File: src/rtl/mcbsp_frame_rx.sv
// McBSP receive framer: synchronises clkr/fsr/miso into mcbsp_clk_in and rebuilds MSB-first words,
// counting words per burst and flagging framing and length errors.
module mcbsp_frame_rx #(
  parameter int WORD_LEN     = 32,
  parameter int SYNC_STAGES  = 2,
  parameter int IDLE_TIMEOUT = 4096
) (
  input  logic        mcbsp_clk_in,
  input  logic        mcbsp_rst_in,
  input  logic        cfg_en,
  input  logic [14:0] cfg_word_number,
  input  logic        mcbsp_rx_clk,
  input  logic        mcbsp_rx_fs,
  input  logic        mcbsp_rx_data,
  output logic [31:0] rx_data_out,
  output logic        rx_vaild_out,
  output logic [14:0] rx_word_cnt,
  output logic        rx_burst_done,
  output logic        rx_len_err,
  output logic        rx_fs_err,
  output logic [63:0] debug_signal
);

  localparam int TOW = $clog2(IDLE_TIMEOUT + 1);

  typedef enum logic [1:0] {IDLE = 2'd0, DATA = 2'd1, GAP = 2'd2} state_e;

  logic [SYNC_STAGES-1:0] clk_sync_q, fs_sync_q, dat_sync_q;
  logic                   clk_dly_q;
  logic                   bclk_re, fs_s, dat_s;

  state_e              state_q, state_d;
  logic [5:0]          bit_q, bit_d;
  logic [14:0]         wcnt_q, wcnt_d, num_q, num_d;
  logic [TOW-1:0]      to_q, to_d, to_inc;
  logic [WORD_LEN-1:0] shreg_q, shreg_d, data_q, data_d;
  logic                cmpl_q, cmpl_d, last_q, last_d;
  logic                to_evt, lerr_evt, ferr_evt;
  logic                vaild_q, done_q, lerr_q, ferr_q;

  // fs/data come from the same stage as clk so the sampled bit lines up with its edge
  assign bclk_re = clk_sync_q[SYNC_STAGES-1] & ~clk_dly_q;
  assign fs_s    = fs_sync_q[SYNC_STAGES-1];
  assign dat_s   = dat_sync_q[SYNC_STAGES-1];

  always_ff @(posedge mcbsp_clk_in) begin
    if (mcbsp_rst_in) begin
      clk_sync_q <= '0;
      fs_sync_q  <= '0;
      dat_sync_q <= '0;
      clk_dly_q  <= 1'b0;
    end else begin
      clk_sync_q <= {clk_sync_q[SYNC_STAGES-2:0], mcbsp_rx_clk};
      fs_sync_q  <= {fs_sync_q[SYNC_STAGES-2:0], mcbsp_rx_fs};
      dat_sync_q <= {dat_sync_q[SYNC_STAGES-2:0], mcbsp_rx_data};
      clk_dly_q  <= clk_sync_q[SYNC_STAGES-1];
    end
  end

  assign to_inc = (to_q == TOW'(IDLE_TIMEOUT)) ? to_q : to_q + TOW'(1);

  always_comb begin
    state_d  = state_q;
    bit_d    = bit_q;
    wcnt_d   = wcnt_q;
    num_d    = num_q;
    to_d     = to_q;
    shreg_d  = shreg_q;
    data_d   = data_q;
    cmpl_d   = 1'b0;
    last_d   = 1'b0;
    to_evt   = 1'b0;
    lerr_evt = 1'b0;
    ferr_evt = 1'b0;
    if (!cfg_en) begin
      state_d = IDLE;
    end else begin
      case (state_q)
        IDLE: begin
          to_d = '0;
          if (bclk_re && fs_s) begin
            state_d = DATA;
            bit_d   = '0;
            num_d   = cfg_word_number;
            wcnt_d  = '0;
          end
        end
        DATA, GAP: begin
          if (bclk_re) begin
            to_d = '0;
            if (fs_s) begin
              // a sync mid-word restarts the word; the partial bits are simply overwritten
              if (state_q == DATA && bit_q != '0) ferr_evt = 1'b1;
              state_d = DATA;
              bit_d   = '0;
            end else if (state_q == DATA) begin
              shreg_d = {shreg_q[WORD_LEN-2:0], dat_s};
              bit_d   = bit_q + 6'd1;
              if (bit_q == 6'(WORD_LEN - 1)) begin
                data_d = shreg_d;
                cmpl_d = 1'b1;
                bit_d  = '0;
                wcnt_d = (wcnt_q == 15'h7FFF) ? wcnt_q : wcnt_q + 15'd1;
                if (num_q != '0 && wcnt_d == num_q) begin
                  last_d  = 1'b1;
                  state_d = IDLE;
                end else begin
                  state_d = GAP;
                end
              end
            end
          end else begin
            to_d = to_inc;
            if (to_inc == TOW'(IDLE_TIMEOUT)) begin
              to_evt   = 1'b1;
              lerr_evt = (num_q != '0) && (wcnt_q < num_q);
              bit_d    = '0;
              state_d  = IDLE;
            end
          end
        end
        default: state_d = IDLE;
      endcase
    end
  end

  always_ff @(posedge mcbsp_clk_in) begin
    if (mcbsp_rst_in) begin
      state_q <= IDLE;
      bit_q   <= '0;
      wcnt_q  <= '0;
      num_q   <= '0;
      to_q    <= '0;
      shreg_q <= '0;
      data_q  <= '0;
      cmpl_q  <= 1'b0;
      last_q  <= 1'b0;
      vaild_q <= 1'b0;
      done_q  <= 1'b0;
      lerr_q  <= 1'b0;
      ferr_q  <= 1'b0;
    end else begin
      state_q <= state_d;
      bit_q   <= bit_d;
      wcnt_q  <= wcnt_d;
      num_q   <= num_d;
      to_q    <= to_d;
      shreg_q <= shreg_d;
      data_q  <= data_d;
      cmpl_q  <= cmpl_d;
      last_q  <= last_d;
      // completion strobes are delayed one cycle so vaild/done line up with the timeout path
      vaild_q <= cmpl_q;
      done_q  <= (last_q & cfg_en) | to_evt;
      lerr_q  <= lerr_evt;
      ferr_q  <= ferr_evt;
    end
  end

  assign rx_data_out   = 32'(data_q);
  assign rx_vaild_out  = vaild_q;
  assign rx_word_cnt   = wcnt_q;
  assign rx_burst_done = done_q;
  assign rx_len_err    = lerr_q;
  assign rx_fs_err     = ferr_q;
  assign debug_signal  = {state_q, bit_q, wcnt_q, clk_sync_q[SYNC_STAGES-1], fs_s, dat_s,
                          clk_dly_q, 16'(to_q), 21'd0};

endmodule

File: config.mk
export PLATFORM = sky130hd
export DESIGN_NAME = mcbsp_frame_rx
export DESIGN_NICKNAME = d
export VERILOG_FILES = /design/src/rtl/mcbsp_frame_rx.sv
export SDC_FILE = /design/constraint.sdc
export NUM_CORES = 1
export LEC_CHECK = 0
export CAP_MARGIN = 40
export CORE_MARGIN = 3
export CORE_UTILIZATION = 40
export DETAILED_ROUTE_END_ITERATION = 10
export DONT_BUFFER_PORTS = 1
export SYNTH_ARGS = -nofsm -noshare
export SYNTH_HDL_FRONTEND = slang
export SYNTH_SLANG_ARGS = --single-unit
File: constraint.sdc
create_clock -name mcbsp_clk_in -period 6.05 [get_ports mcbsp_clk_in]
set_input_delay 0.605 -clock mcbsp_clk_in [delete_from_list [all_inputs] [get_ports mcbsp_clk_in]]
set_output_delay 0.605 -clock mcbsp_clk_in [all_outputs]
set_load 0.005 [all_outputs]
After elaboration in Yosys (flattened, before gate mapping)
Index checks and enable logic that the tools add are counted.
{"block": "word_totals", "regBits": 127, "inputBits": 21, "out_inout_bits": 115}
{"block": "classes", "add_sub_neg": 3, "n_lt_le_gt_ge": 1, "eq_ne": 15, "mux": 32, "bitwise": 11, "reduce_logical": 21}
{"op": "$mux W15", "n": 6}
{"op": "$mux W6", "n": 6}
{"op": "$pmux W15 S2", "n": 1}
{"op": "$eq A13 B13 Y1 const B", "n": 2}
{"op": "$mux W13", "n": 2}
{"op": "$pmux W13 S2", "n": 1}
{"op": "$add A15 B1 Y15 const B", "n": 1}
{"op": "$eq A15 B15 Y1", "n": 1}
{"op": "$eq A15 B15 Y1 const B", "n": 1}
{"op": "$lt A15 B15 Y1", "n": 1}
{"op": "$reduce_bool A15 Y1", "n": 1}
{"op": "$mux W2", "n": 7}
{"op": "$add A13 B1 Y13 const B", "n": 1}
{"op": "$pmux W6 S2", "n": 1}
{"op": "$ne A2 B2 Y1 const B", "n": 5}
{"op": "$reduce_and A5 Y1", "n": 2}
{"op": "$reduce_or A5 Y1", "n": 2}
{"op": "$ne A4 B4 Y1 const B", "n": 2}
{"op": "$not A1 Y1", "n": 8}
{"op": "$mux W1", "n": 7}
{"op": "$reduce_and A7 Y1", "n": 1}
{"op": "$reduce_or A7 Y1", "n": 1}
{"op": "$add A6 B1 Y6 const B", "n": 1}
{"op": "$eq A6 B5 Y1 const B", "n": 1}
{"op": "other kinds (16)", "n": 21}

Logic depth before layout (Yosys ltp)
{"block": "depth", "depth_word": 10, "depth_mapped": 11, "depth_no_buf": 8}

Least setup slack after synthesis
No wires, ideal clock.
{"block": "synth_timing", "kind": "register -> register", "from": "reg wcnt_q[0] (netlist: rx_word_cnt[0])", "to": "reg state_q[1]", "setup_time_ns": 0.117, "t_arrival_ns": 2.419, "t_required_ns": 5.933, "slack_ns": 3.514, "stages_incl_launch_ff": 12, "n_path_buf": 3, "period_less_slack_ns": 2.536, "path_cell_list": "dfxtp_1 > ha_1 > buf_6 > and4_1 > buf_6 > nand4_1 > clkbuf_4 > a21oi_1 > a2111o_1 > a2111oi_1 > nand4_1 > a32o_1"}
{"block": "synth_via", "elab_chain_len": 10}
{"item": "from (decl)", "line": "34", "text": "logic [14:0] wcnt_q, wcnt_d, num_q, num_d;"}
{"item": "from (signal assigned)", "line": "145", "text": "wcnt_q <= wcnt_d;"}
{"item": "$add A15 B1 Y15 or $eq A15 B15 Y1 (tied branches)", "line": "103", "text": "wcnt_d = (wcnt_q == 15'h7FFF) ? wcnt_q : wcnt_q + 15'd1;"}
{"item": "$mux W15 (*)", "line": "103"}
{"item": "$eq A15 B15 Y1 (*)", "line": "104", "text": "if (num_q != '0 && wcnt_d == num_q) begin"}
{"item": "$logic_and A1 B1 Y1 (*)", "line": "104"}
{"item": "$mux W2 (*)", "line": "104"}
{"item": "$mux W2 (*)", "line": "99", "text": "if (bit_q == 6'(WORD_LEN - 1)) begin"}
{"item": "$mux W2 (*)", "line": "96", "text": "end else if (state_q == DATA) begin"}
{"item": "$mux W2 (*)", "line": "91", "text": "if (fs_s) begin"}
{"item": "$mux W2 (*)", "line": "89", "text": "if (bclk_re) begin"}
{"item": "$pmux W2 S2 (*)", "line": "78", "text": "case (state_q)"}
{"item": "to (signal assigned)", "line": "143", "text": "state_q <= state_d;"}
{"item": "to (decl)", "line": "32", "text": "state_e state_q, state_d;"}
Mark *: on every way between the ends. The rest lies on a longest branch, timed or not. The select of a mux whose other input is x is not followed.
A chain may end at the register's enable or synchronous reset.

Worst setup path in the final report
{"block": "layout_timing", "from": "reg wcnt_q[1] (netlist: rx_word_cnt[1])", "to": "reg state_q[1]"}
Same word-level chain as after synthesis.

==> impl_metrics.yaml <==
final_layout:
  fin_util_pct: 43.6
  final_nets: 899
  num_antenna_cells: 0
  seq_area_um2: 2540
  area_growth_pct: 6.79
  multi_input_area_um2: 3670
  fillCellCount: 1713
  drive_gt1_share_pct: 5.90
floorplanning:
  dieArea_um2: 18600
  die_w_um: 136
  core_um2: 16600
  die_y_um: 136
  rows: 47
  pin_count: 136
  initial_core_util_pct: 40.9
sta:
  worst_pin_slew_ns: 0.908
  period_needed_ns: 3.47
  setup_viol: 0
  fin_crit_sh_pct: 57.4
  drv_slew: 0
  hold_viol_final: 0
  slew_headroom_pct: 39.4
  rsz0062_at_grt: "no"
  final.setup.tns_ns: 0
  max_freq_ghz: 0.288
  fin_skew_ns: 0.0111
yosys:
  synthArstFlopShare_pct: 0
  synth_area_leaders: "dfxtp_1, nand2_1, a21oi_1"
  synth_edf_count: 0
  synth_cell_types: 69
  synth_top_cell_area_share_pct: 37.4
  syn-instance-count: 902
  synth-seq-cells: 127
  synth_flop_cell: "dfxtp_1"
  yosysMostFrequentCell: "nand2_1"
  syn_area_per_cell_um2: 7.54
  synth_common_cells: "nand2_1, dfxtp_1, a21oi_1, buf_4, nor2_1"
  synth_seq_area_share_pct: 37.4
  yosys.area.top_type: "dfxtp_1"
  yosysWarningCount: 0
  synth_area_um2: 6800
power_and_ir_drop:
  swShare_pct: 20.5
  pwr-share-seq_pct: 44.3
  p_comb_share_pct: 1.1
  p_sw_mw: 0.389
  internal-power_mw: 1.51
  clkPwrFrac_pct: 54.6
  ir_worst_vdd_mv: 0.178
  power_density_nw_per_um2: 262
  p_leak_nw: 2.46
cts:
  cts.htree.levels: 4
  holdBufCountCts: 0
  insertion_delay_ns: 0.42
  cts_resized: 0
  numCtsBuffers: 17
  cts_sinks: 127
  postCtsSetupRepairBufs: 0
  cts_tree: "done"
  cts_root_buf: "clkbuf_16"
  clk_pin_slew_ns: 0.06
  clk_path_buf_depth: 2
worst_setup_path:
  path_common_cell: "nand4_1"
  cp_max_fo: 11
  crit_path_end_kind: "flip-flop"
  crit_slowest_cell: "dfxtp_1"
  cp.arrival_ns: 3.78
  critPathLaunchType: "flip-flop"
  worstPathRequired_ns: 6.36
  path_class: "flip-flop to flip-flop"
  crit_path_max_incr_delay_ns: 0.54
  worstPathCellList: "ha_1, and4_1, nand4_1, or3_1, a2111oi_0, nand4_1, a32o_1"
placed_design:
  dpl.hpwl_um: 12100
  port_buffers: 0
  gp_congestion: 0.897
outcome:
  status: "completed"
drt:
  detailedRoute.firstPassIterationCount: 5
  drc: 0
  routed_wl_um: 17800
  routed_via_density: 5.53
  wl_per_cell_um: 16.4
  final_antenna_net_count: 0
  vias: 6003
  drtIter0Drc: 388
grt:
  grt_max_degree: 124
  antenna_found_initial: 0
  grtUsageTotal_pct: 19.2
  grt_pass1_wl_um: 28400
  grt_pass1_vias: 5362
  grt-ovfl-total: 0
job:
  drv_cap: 0
min_path:
  hp-class: "primary input to flip-flop"
per-layer routing:
layer	track usage [%]	wire length, um	vias up
li1	-	-	2978
met1	24.8	7630	2785
met2	30.2	8410	211
met3	6.25	1470	29
met4	6.16	262	0
met5	0	0	-
final cells by class:
| type | instances | area share [%] |
|---|---|---|
| Multi-Input combinational cell | 671 | 50.5 |
| Sequential cell | 127 | 35.0 |
| Clock buffer | 21 | 6.34 |
| Tap cell | 220 | 3.79 |
| Clock inverter | 9 | 1.84 |
| Inverter | 31 | 1.60 |
| Timing Repair Buffer | 6 | 0.896 |
placed cells by master, fill, tap and decap left out, types with 5 or more instances in the layout:
master,n
nand2_1,212
nand4_1,15
inv_1,31
nor2_1,40
nand2b_1,8
o21ai_0,25
and2_1,5
ha_1,24
clkbuf_16,17
nor3_1,18
a21o_1,8
conb_1,24
and3_1,12
nor2b_1,13
xor2_1,5
a21oi_1,120
nand3_1,30
a32o_1,5
nor4_1,21
dfxtp_1,127
buf_4,5
or3_1,5
power groups by stage:
| stage | clock network (mW) | registers [mW] | logic, mW |
|---|---|---|---|
| floorplan | 0 | 0.859 | 0.0400 |
| global placement | 0 | 0.860 | 0.0208 |
| detailed placement | 0 | 0.860 | 0.0208 |
| CTS | 1.06 | 0.841 | 0.0209 |
| global route | 1.09 | 0.842 | 0.0247 |
| finish | 1.04 | 0.842 | 0.0214 |
metrics by stage:
step	total power, mW	std cells	area (um^2)	setup WS (ns)	hold WS [ns]
4_1_cts	1.92	1084	7260	2.65	0.242
3_5_place_dp	0.880	1054	6660	2.68	0.422
2_1_floorplan	0.899	925	6890	3.51	0.411
6_report	1.90	1085	7260	2.58	0.257
3_3_place_gp	0.880	1053	6630	2.42	0.417
5_1_grt	1.96	1085	7260	2.35	0.242
state kept, by name, indices dropped and copies added (netlist names), 2 cells and up:
name,count
num_q,15
fs_sync_q,2
rx_word_cnt,15
rx_data_out,32
to_q,13
clk_sync_q,2
dat_sync_q,2
bit_q,6
shreg_q,31
state_q,2
cell families after synthesis:
group	share of synthesized area [%]
xor+xnor	1.16
fa+ha+maj	4.42
mux	0.589
compound gates	18.8
flops	37.4
buf+inv	9.97
other cells	0.0551
simple gates	27.6
path summary, 6_finish.rpt:
| path | startpoint | endpoint | slack [ns] | cells after the start |
|---|---|---|---|---|
| hold / removal | mcbsp_rst_in | fs_sync_q[0]$_SDFF_PP0_ | 0.26 | 1 |
| hold reg to reg | clk_sync_q[0]$_SDFF_PP0_ | clk_sync_q[1]$_SDFF_PP0_ | 0.43 | 1 |
| setup reg to reg | rx_word_cnt[1]$_SDFFE_PP0P_ | state_q[1]$_SDFFE_PP0P_ | 2.58 | 7 |
| setup / recovery | rx_word_cnt[1]$_SDFFE_PP0P_ | state_q[1]$_SDFFE_PP0P_ | 2.58 | 7 |
critical path: cells and delay by family, from the launching register on:
family                     cells  cell delay, ns
and+or+nand+nor                4            1.60
AOI/OAI and AO/OA              2            0.80
DFF                            1            0.54
adders and majority gates      1            0.42
No activity file was read; power rests on OpenSTA's default activity.
